$ cat config.mk
export PLATFORM = sky130hd
export DESIGN_NAME = i2c_bus_arbiter
export DESIGN_NICKNAME = d
export VERILOG_FILES = /design/src/rtl/i2c_bus_arbiter.sv
export SDC_FILE = /design/constraint.sdc
export NUM_CORES = 1
export LEC_CHECK = 0
export ABC_AREA = 1
export CORE_ASPECT_RATIO = 1.75
export CORE_MARGIN = 10
export CORE_UTILIZATION = 31
export CTS_BUF_LIST = sky130_fd_sc_hd__clkbuf_16
export DETAILED_ROUTE_END_ITERATION = 12
export GPL_ROUTABILITY_DRIVEN = 0
export GPL_TIMING_DRIVEN = 0
export PLACE_DENSITY = 0.59
export SLEW_MARGIN = 40
export SYNTH_ARGS = -nofsm -noshare
export SYNTH_HDL_FRONTEND = slang
export SYNTH_SLANG_ARGS = --single-unit
$ cat constraint.sdc
create_clock -name clk -period 4.6 [get_ports clk]
set_input_delay 0.92 -clock clk [delete_from_list [all_inputs] [get_ports clk]]
set_output_delay 0.92 -clock clk [all_outputs]
set_load 0.02 [all_outputs]
$ cat src/rtl/i2c_bus_arbiter.sv
// Round-robin arbiter sharing one i2c_master command port between c_n requesters.
// One transaction at a time; the winner gets done/err/rdata when the bus cycle ends.
module i2c_bus_arbiter #(
  parameter int c_n            = 2,
  parameter int c_timeout_bits = 20
) (
  input  logic                 clk,
  input  logic                 resetn,
  input  logic [c_n-1:0]       req,
  input  logic [32*c_n-1:0]    cmd,
  output logic [c_n-1:0]       grant,
  output logic [c_n-1:0]       done,
  output logic                 err,
  output logic [7:0]           rdata,
  output logic                 m_wr_ctrl,
  output logic [31:0]          m_ctrl_data,
  input  logic [31:0]          m_status,
  output logic [2:0]           o_dbg_state
);

  localparam int c_iw = (c_n > 1) ? $clog2(c_n) : 1;
  localparam logic [c_n-1:0]            c_one     = 1;
  localparam logic [c_timeout_bits-1:0] c_cnt_one = 1;

  typedef enum logic [2:0] {
    S_IDLE       = 3'd0,
    S_ISSUE      = 3'd1,
    S_WAIT_START = 3'd2,
    S_WAIT_END   = 3'd3,
    S_FINISH     = 3'd4
  } state_t;

  state_t                    r_state, w_next;
  logic [c_n-1:0]            r_grant, w_grant_n;
  logic [c_n-1:0]            r_done, w_done_n;
  logic                      r_err, w_err_n;
  logic [7:0]                r_rdata, w_rdata_n;
  logic                      r_wr, w_wr_n;
  logic [31:0]               r_data, w_data_n;
  logic [c_iw-1:0]           r_last, w_last_n;
  logic [c_iw-1:0]           r_winner, w_winner_n;
  logic [c_timeout_bits-1:0] r_cnt, w_cnt_n;
  logic                      w_cnt_max;
  logic                      w_busy;
  logic                      w_any;
  logic [c_iw-1:0]           w_pick;
  logic                      w_unused;

  assign w_busy    = m_status[31];
  assign w_cnt_max = &r_cnt;
  assign w_unused  = ^{m_status[30:29], m_status[27:8]};

  // First requester at or after last+1, wrapping, so the previous winner goes last.
  always_comb begin
    w_any  = 1'b0;
    w_pick = '0;
    for (int k = 1; k <= c_n; k++) begin
      if (!w_any && req[(int'(r_last) + k) % c_n]) begin
        w_any  = 1'b1;
        w_pick = c_iw'((int'(r_last) + k) % c_n);
      end
    end
  end

  always_ff @(posedge clk) begin
    if (!resetn) begin
      r_state  <= S_IDLE;
      r_grant  <= '0;
      r_done   <= '0;
      r_err    <= 1'b0;
      r_rdata  <= '0;
      r_wr     <= 1'b0;
      r_data   <= '0;
      r_last   <= c_iw'(c_n - 1);
      r_winner <= '0;
      r_cnt    <= '0;
    end else begin
      r_state  <= w_next;
      r_grant  <= w_grant_n;
      r_done   <= w_done_n;
      r_err    <= w_err_n;
      r_rdata  <= w_rdata_n;
      r_wr     <= w_wr_n;
      r_data   <= w_data_n;
      r_last   <= w_last_n;
      r_winner <= w_winner_n;
      r_cnt    <= w_cnt_n;
    end
  end

  // Busy is checked before the timeout so a start on the last counted cycle still wins.
  always_comb begin
    w_next = r_state;
    case (r_state)
      S_IDLE:       if (w_any) w_next = S_ISSUE;
      S_ISSUE:      w_next = S_WAIT_START;
      S_WAIT_START: if (w_busy) w_next = S_WAIT_END;
                    else if (w_cnt_max) w_next = S_FINISH;
      S_WAIT_END:   if (!w_busy || w_cnt_max) w_next = S_FINISH;
      S_FINISH:     w_next = S_IDLE;
      default:      w_next = S_IDLE;
    endcase
  end

  always_comb begin
    w_grant_n  = r_grant;
    w_done_n   = '0;
    w_err_n    = r_err;
    w_rdata_n  = r_rdata;
    w_wr_n     = 1'b0;
    w_data_n   = r_data;
    w_last_n   = r_last;
    w_winner_n = r_winner;
    w_cnt_n    = w_cnt_max ? r_cnt : r_cnt + c_cnt_one;
    case (r_state)
      S_IDLE: begin
        if (w_any) begin
          w_winner_n = w_pick;
          w_grant_n  = c_one << w_pick;
          w_data_n   = cmd[32*int'(w_pick) +: 32];
        end
      end
      S_ISSUE: begin
        w_wr_n  = 1'b1;
        w_err_n = 1'b0;
        w_cnt_n = '0;
      end
      S_WAIT_START: begin
        if (w_busy) w_cnt_n = '0;
        else if (w_cnt_max) w_err_n = 1'b1;
      end
      S_WAIT_END: begin
        if (!w_busy) begin
          w_rdata_n = m_status[7:0];
          w_err_n   = ~m_status[28];
        end else if (w_cnt_max) begin
          w_err_n = 1'b1;
        end
      end
      S_FINISH: begin
        w_done_n  = c_one << r_winner;
        w_grant_n = '0;
        w_last_n  = r_winner;
      end
      default: ;
    endcase
  end

  assign grant       = r_grant;
  assign done        = r_done;
  assign err         = r_err;
  assign rdata       = r_rdata;
  assign m_wr_ctrl   = r_wr;
  assign m_ctrl_data = r_data;
  assign o_dbg_state = r_state;

endmodule

==> implementation parameters, run 1 <==
Parameter                              Value

GRT
  Global-route congestion overflow total    0
  Largest net degree at the start of global routing    12
  Global-route met3 utilization    0.0595
  Wire length of the first global-routing pass    around 18000 um
  Via count of the first global-routing pass    around 3500
  Number of antenna violations at the first check in global routing    0
  Overall track demand over capacity in global routing    0.143
  Global-route layer with the greatest usage    met2
  Met1 track demand over resource    0.138
  Routing usage on met2    0.259

Detailed routing
  Vias per Instance    ~4.8
  Number of detailed-routing iterations run before antenna repair    6
  Wire length after detailed routing    11300 um
  Vias    3511
  Routed length per placed instance    ~15 um
  Post-detailed-route count of antenna-violating nets    0
  Iter 0 DRT Violations    about 130
  Remaining DRCs    0

STA
  Max-slew violation count    0
  Worst clock skew    between 0.005 and 0.006 ns
  Minimum period implied by the final worst setup slack    2.32 ns
  Setup repair after global routing missed its margin    false
  Setup violations, final    0
  Final setup slack of the worst path    2.28 ns
  Final Hold Fails    0
  Fmax achieved    around 0.43 GHz
  Total Negative Setup Slacks    0 ns
  Rel. slew slack    0.650
  Slew at the pin with the worst max-slew slack    ~0.53 ns
  Post-route fraction of the period consumed by the critical path    0.503

Worst setup path
  Critical path cell sequence    clkdlybuf4s50_1
  Endpoint kind of the worst setup timing path    output pin
  Data arrival at the endpoint of the critical path    1.40 ns
  Required @ worst endpoint    3.68 ns
  Reg-to-reg setup timing slack    2.85 ns
  Worst Reg2Reg Path Length in Cells    7
  Biggest fanout along the worst timing path    5
  Worst path slowest cell    clkdlybuf4s50_1
  Stage delay of the slowest cell on the critical path    approximately 0.65 ns
  CP bufs+invs    1
  Startpoint of the lowest-slack register-to-register path    r_cnt[0]$_SDFF_PN0_
  Startpoint types    register
  Cell family with most CP delay    buffers and inverters
  Type of the worst setup path    register to output pin
  Critical register-to-register path endpoint    r_cnt[1]$_SDFF_PN0_

Synth
  Flip-flop and latch count after synthesis    71
  Post-synthesis cell type count    28
  Number of cells produced by synthesis    461
  Synthesized cell area    approximately 3300 um2
  Portion of the post-synthesis area used by sequential elements    0.432
  Synthesis warning total    0
  Number of nets produced by synthesis    ~560
  Average size of a mapped cell    between 7 and 8 um2

Clock network
  Hold bufs inserted after CTS    0
  Post-CTS setup buffer count    0
  Number of gates resized after cts    0
  Deepest clock path buffer count    2
  Clock tree from TritonCTS    done
  Skew-Pair Late Insertion Delay    0.34 ns
  Clk slew on worst S/H paths    0.05 ns
  Inserted Clock Buffers    9
  CTS Root Cell    clkbuf_16
  Depth of the CTS H-tree    3
  Sink Count    71

Min path
  Worst hold path class    register to register
  Hold_sp    grant[1]$_SDFFE_PN0P_
  Hold Path Depth    2
  Endpoint, Worst Hold    grant[1]$_SDFFE_PN0P_

Final layout
  Layout area overhead    51.5%
  Fraction of layout instances using a drive strength above 1    0.0631
  Post-layout util    0.481
  Leading cell type in the layout, fill and taps excluded    clkdlybuf4s50_1
  Leading cell types in the layout, fill and taps excluded    125 x clkdlybuf4s50_1, 91 x nand2_1, 71 x dfxtp_1
  Layout Nets    about 700
  ANT cells    0
  Number of filler instances in the final layout    about 1100

Placement
  Count of buffers from port buffering    125
  Half-perimeter wire length after placement    roughly 8800 um
  Setup slack at placement    just under 2 ns

Floorplan
  I/O Pins    149
  Area of the die    approximately 15000 um2
  Die H    approximately 160 um
  Die width    around 98 um
  FP Rows    49
  Starting density of the core    0.317
  Core Footprint    10400 um2

Power
  Max VDD drop    between 0.2 and 0.3 mV
  Leakage    1.98 nW
  Total power divided by cell area    between 500 and 600 nW/um2

Run
  Count of max-cap constraint violations    0

Status
  Status    complete, no violations
[cell type report]
cell class | instances | area [um2] | share of cell area
multi-input combinational | 330 | 1610 | 0.323
sequential | 71 | 1420 | 0.285
timing repair buffer | 125 | 1250 | 0.251
clock buffer | 9 | 225 | 0.0452
tap | 127 | 159 | 0.0319
inverter | 37 | 139 | 0.0279
buffer | 23 | 118 | 0.0236
clock inverter | 7 | 57.6 | 0.0116
[power by group]
group	total (mW)	internal, mW	switching, mW	leakage (nW)
Sequential	0.868	0.776	0.0922	0.582
Clock	0.673	0.411	0.262	0.147
Combinational	1.06	0.465	0.596	1.25
[cells in the mapped netlist, drive strengths merged]
cell    number  share of area
xor2         2         0.0053
a31oi       33          0.063
o21a         1         0.0023
clkbuf      12          0.014
ha           1         0.0038
inv         37          0.042
dfxtp       71           0.43
o21ai       51          0.079
nand3       50          0.085
nor3         3         0.0061
nor3b        1         0.0023
xnor2        7          0.019
a21oi       14          0.021
nand4        2         0.0038
nor2        71          0.090
buf         11          0.022
nand2       94           0.11
[per-layer routing]
layer | wire length, um | part of all wire
met5 | 0 | 0
met4 | 286 | 0.025
met3 | 858 | 0.076
met2 | 5910 | 0.52
met1 | 4210 | 0.37
[worst register-to-register path, delay by kind of cell, from the launching register on]
kind                       cells  cell delay, ns
AOI/OAI and AO/OA              1            0.13
buffers and inverters          1            0.19
DFF                            1            0.44
adders and majority gates      1            0.35
and+or+nand+nor                4            0.54
[metrics by stage]
step	cells	hold slack, ns	power [mW]	cell area (um2)
global placement	713	0.454	1.94	4700
global route	729	0.490	2.76	4980
detailed placement	713	0.460	1.95	4700
finish	729	0.464	2.60	4980
CTS	729	0.468	2.64	4980
floorplan	461	0.428	1.44	3290
[cells by family (layout without fill, tap and decap cells)]
logic type | count (synthesis) | count (layout) | synth area share
xor+xnor | 9 | 9 | 0.0240
buf+inv | 60 | 201 | 0.0780
compound gates | 99 | 99 | 0.165
simple gates | 221 | 221 | 0.297
flops | 71 | 71 | 0.432
fa+ha+maj | 1 | 1 | 0.00380
[sequential cells by signal, summed over array words and instances, names as in the netlist]
register	flops
rdata	8
r_cnt	20
grant	2
r_last	1
o_dbg_state	3
err	1
m_wr_ctrl	1
m_ctrl_data	32
done	2
r_winner	1
[how the worst max path moves through the flow]
stage                                start                           end  slack [ns]  depth (start not counted)
3_3_place_gp                        resetn           r_cnt[2]$_SDFF_PN0_        2.01                          6
2_1_floorplan                       req[1]  m_ctrl_data[14]$_SDFFE_PN0P_        2.74                          9
3_5_place_dp                        resetn           r_cnt[3]$_SDFF_PN0_        1.96                          6
4_1_cts        o_dbg_state[0]$_SDFFE_PN0P_                o_dbg_state[0]        2.29                          1
5_1_grt                             resetn           r_cnt[2]$_SDFF_PN0_        2.18                          6
6_report       o_dbg_state[0]$_SDFFE_PN0P_                o_dbg_state[0]        2.28                          1
No activity file was read; power rests on OpenSTA's default activity.
==> run 2, diff against run 1 <==
- PLACE_DENSITY: 0.59 -> 0.61
- clock period: 4.6 -> 2 ns (I/O delays scaled with it)
==> run 2 against run 1 <==
Compared with the run above:
- final area increased by 0.40%
- first-iteration DRC count fell by 30%
- sequential power is 130% higher
- sequential share of layout area decreased by 0.11 points
- combinational power is 130% higher
- clock skew is 0.0013 ns higher
- utilization grew 0.19 points
- flip-flop and latch count stayed put
- largest power group unchanged
==> implementation parameters, run 2 (same netlist as run 1, synthesis figures left out) <==
Parameter                              Value

Status
  Status    complete, no violations

Final layout
  Finished Cell Area    between 5000 and 6000 um2
  Number of flip-flops in the largest register    32
  Multi-input combinational cell area    ~1600 um2
  Leading cell types in the layout, fill and taps excluded    125 x clkdlybuf4s50_1, 91 x nand2_1, 71 x dfxtp_1
  Leading cell type in the layout, fill and taps excluded    clkdlybuf4s50_1
  Sequential Area    1420 um2
  Number of filler instances in the final layout    1057
  ANT cells    0
  Layout Nets    between 600 and 700
  Fraction of layout instances using a drive strength above 1    0.0649
  Layout area overhead    52.1%

STA
  Hold WS    roughly 0.43 ns
  Minimum period implied by the final worst setup slack    between 1.5 and 2 ns
  Rel. slew slack    0.643
  Fmax achieved    ~0.56 GHz
  Final setup slack of the worst path    ~0.22 ns
  Post-route fraction of the period consumed by the critical path    0.888
  Setup violations, final    0
  Final Hold Fails    0
  Setup repair after global routing missed its margin    false
  Max-slew violation count    0
  Slew at the pin with the worst max-slew slack    around 0.54 ns
  Worst clock skew    between 0.006 and 0.007 ns

Floorplan
  Die width    ~98 um
  Starting density of the core    0.317
  Area of the die    ~15000 um2
  FP Rows    ~50
  Die H    roughly 160 um
  I/O Pins    about 150
  Core Footprint    10400 um2

Detailed routing
  Wire length after detailed routing    11400 um
  Routed length per placed instance    approximately 16 um
  Vias per Instance    4.88
  Post-detailed-route count of antenna-violating nets    0
  Vias    approximately 3600
  Number of detailed-routing iterations run before antenna repair    4
  Iter 0 DRT Violations    ~90
  Remaining DRCs    0

Placement
  DP Area    ~4700 um2
  Count of buffers from port buffering    about 130
  Setup slack at placement    -0.169 ns
  Half-perimeter wire length after placement    a little over 9000 um

Clock network
  Clock tree from TritonCTS    done
  Inserted Clock Buffers    9
  Deepest clock path buffer count    2
  Number of gates resized after cts    0
  Sink Count    71
  Clk slew on worst S/H paths    0.06 ns
  Post-CTS setup buffer count    0
  Depth of the CTS H-tree    3
  Skew-Pair Late Insertion Delay    0.33 ns
  Hold bufs inserted after CTS    0
  CTS Root Cell    clkbuf_16

GRT
  Largest net degree at the start of global routing    12
  Via count of the first global-routing pass    3663
  Number of antenna violations at the first check in global routing    0
  Overall track demand over capacity in global routing    0.147
  Wire length of the first global-routing pass    roughly 18000 um
  Global-route congestion overflow total    0

Worst setup path
  Startpoint types    primary input
  Type of the worst setup path    primary input to register
  Biggest fanout along the worst timing path    10
  Data arrival at the endpoint of the critical path    between 2 and 2.5 ns
  Endpoint kind of the worst setup timing path    register
  Required @ worst endpoint    approximately 2.3 ns

Power
  Leakage    1.99 nW
  Total power divided by cell area    around 1200 nW/um2
  Max VDD drop    between 0.6 and 0.7 mV

Run
  Count of max-cap constraint violations    0

Min path
  Worst hold path class    primary input to register
[run 2: changes by cell type in the layout (fill, tap and decap cells not counted)]
cell        delta
clkinv_2       +1
inv_1          -2
clkinvlp_4     -1
bufinv_16      +1
[run 2: routing by layer]
layer | wire length (um) | GRT usage
met1 | 3990 | 0.134
met2 | 6180 | 0.275
met3 | 1000 | 0.0639
met4 | 271 | 0.0640
met5 | 0 | 0
[run 2: worst max-delay path, stage by stage]
cell	delay (ns)
clkdlybuf4s50_1	0.65
inv_1	0.23
nor2_4	0.30
inv_1	0.11
buf_2	0.21
a21oi_1	0.14
[run 2: final timing paths]
kind                                             from                            to  slack, ns  depth (start not counted)
worst min register to register  r_winner$_SDFFE_PN0P_         r_winner$_SDFFE_PN0P_       0.47                          2
worst min-delay path                           req[1]  m_ctrl_data[16]$_SDFFE_PN0P_       0.43                          3
worst max register to register    r_cnt[0]$_SDFF_PN0_           r_cnt[1]$_SDFF_PN0_       0.29                          7
worst max-delay path                           resetn           r_cnt[3]$_SDFF_PN0_       0.22                          6
[run 2: final cells by class]
| type | count | share of cell area |
|---|---|---|
| multi-input combinational | 330 | 0.322 |
| inverter | 37 | 0.0278 |
| clock inverter | 6 | 0.0155 |
| clock buffer | 9 | 0.0450 |
| buffer | 23 | 0.0235 |
| timing repair buffer | 125 | 0.250 |
| sequential | 71 | 0.284 |
| tap | 127 | 0.0318 |
[run 2: report_power, final]
| group | leakage [nW] | internal (mW) | switching (mW) |
|---|---|---|---|
| registers | 0.582 | 1.78 | 0.212 |
| clock network | 0.154 | 1.07 | 0.601 |
| logic | 1.25 | 1.07 | 1.38 |
[run 2: metrics by stage]
stage               utilization  power (mW)  TNS (ns)  std cells
floorplan                     -        3.31         0        461
global placement          0.454        4.46    -0.883        713
detailed placement        0.454        4.49     -1.36        713
CTS                       0.483        6.18         0        728
global route              0.483        6.49         0        728
finish                    0.483        6.11         0        728
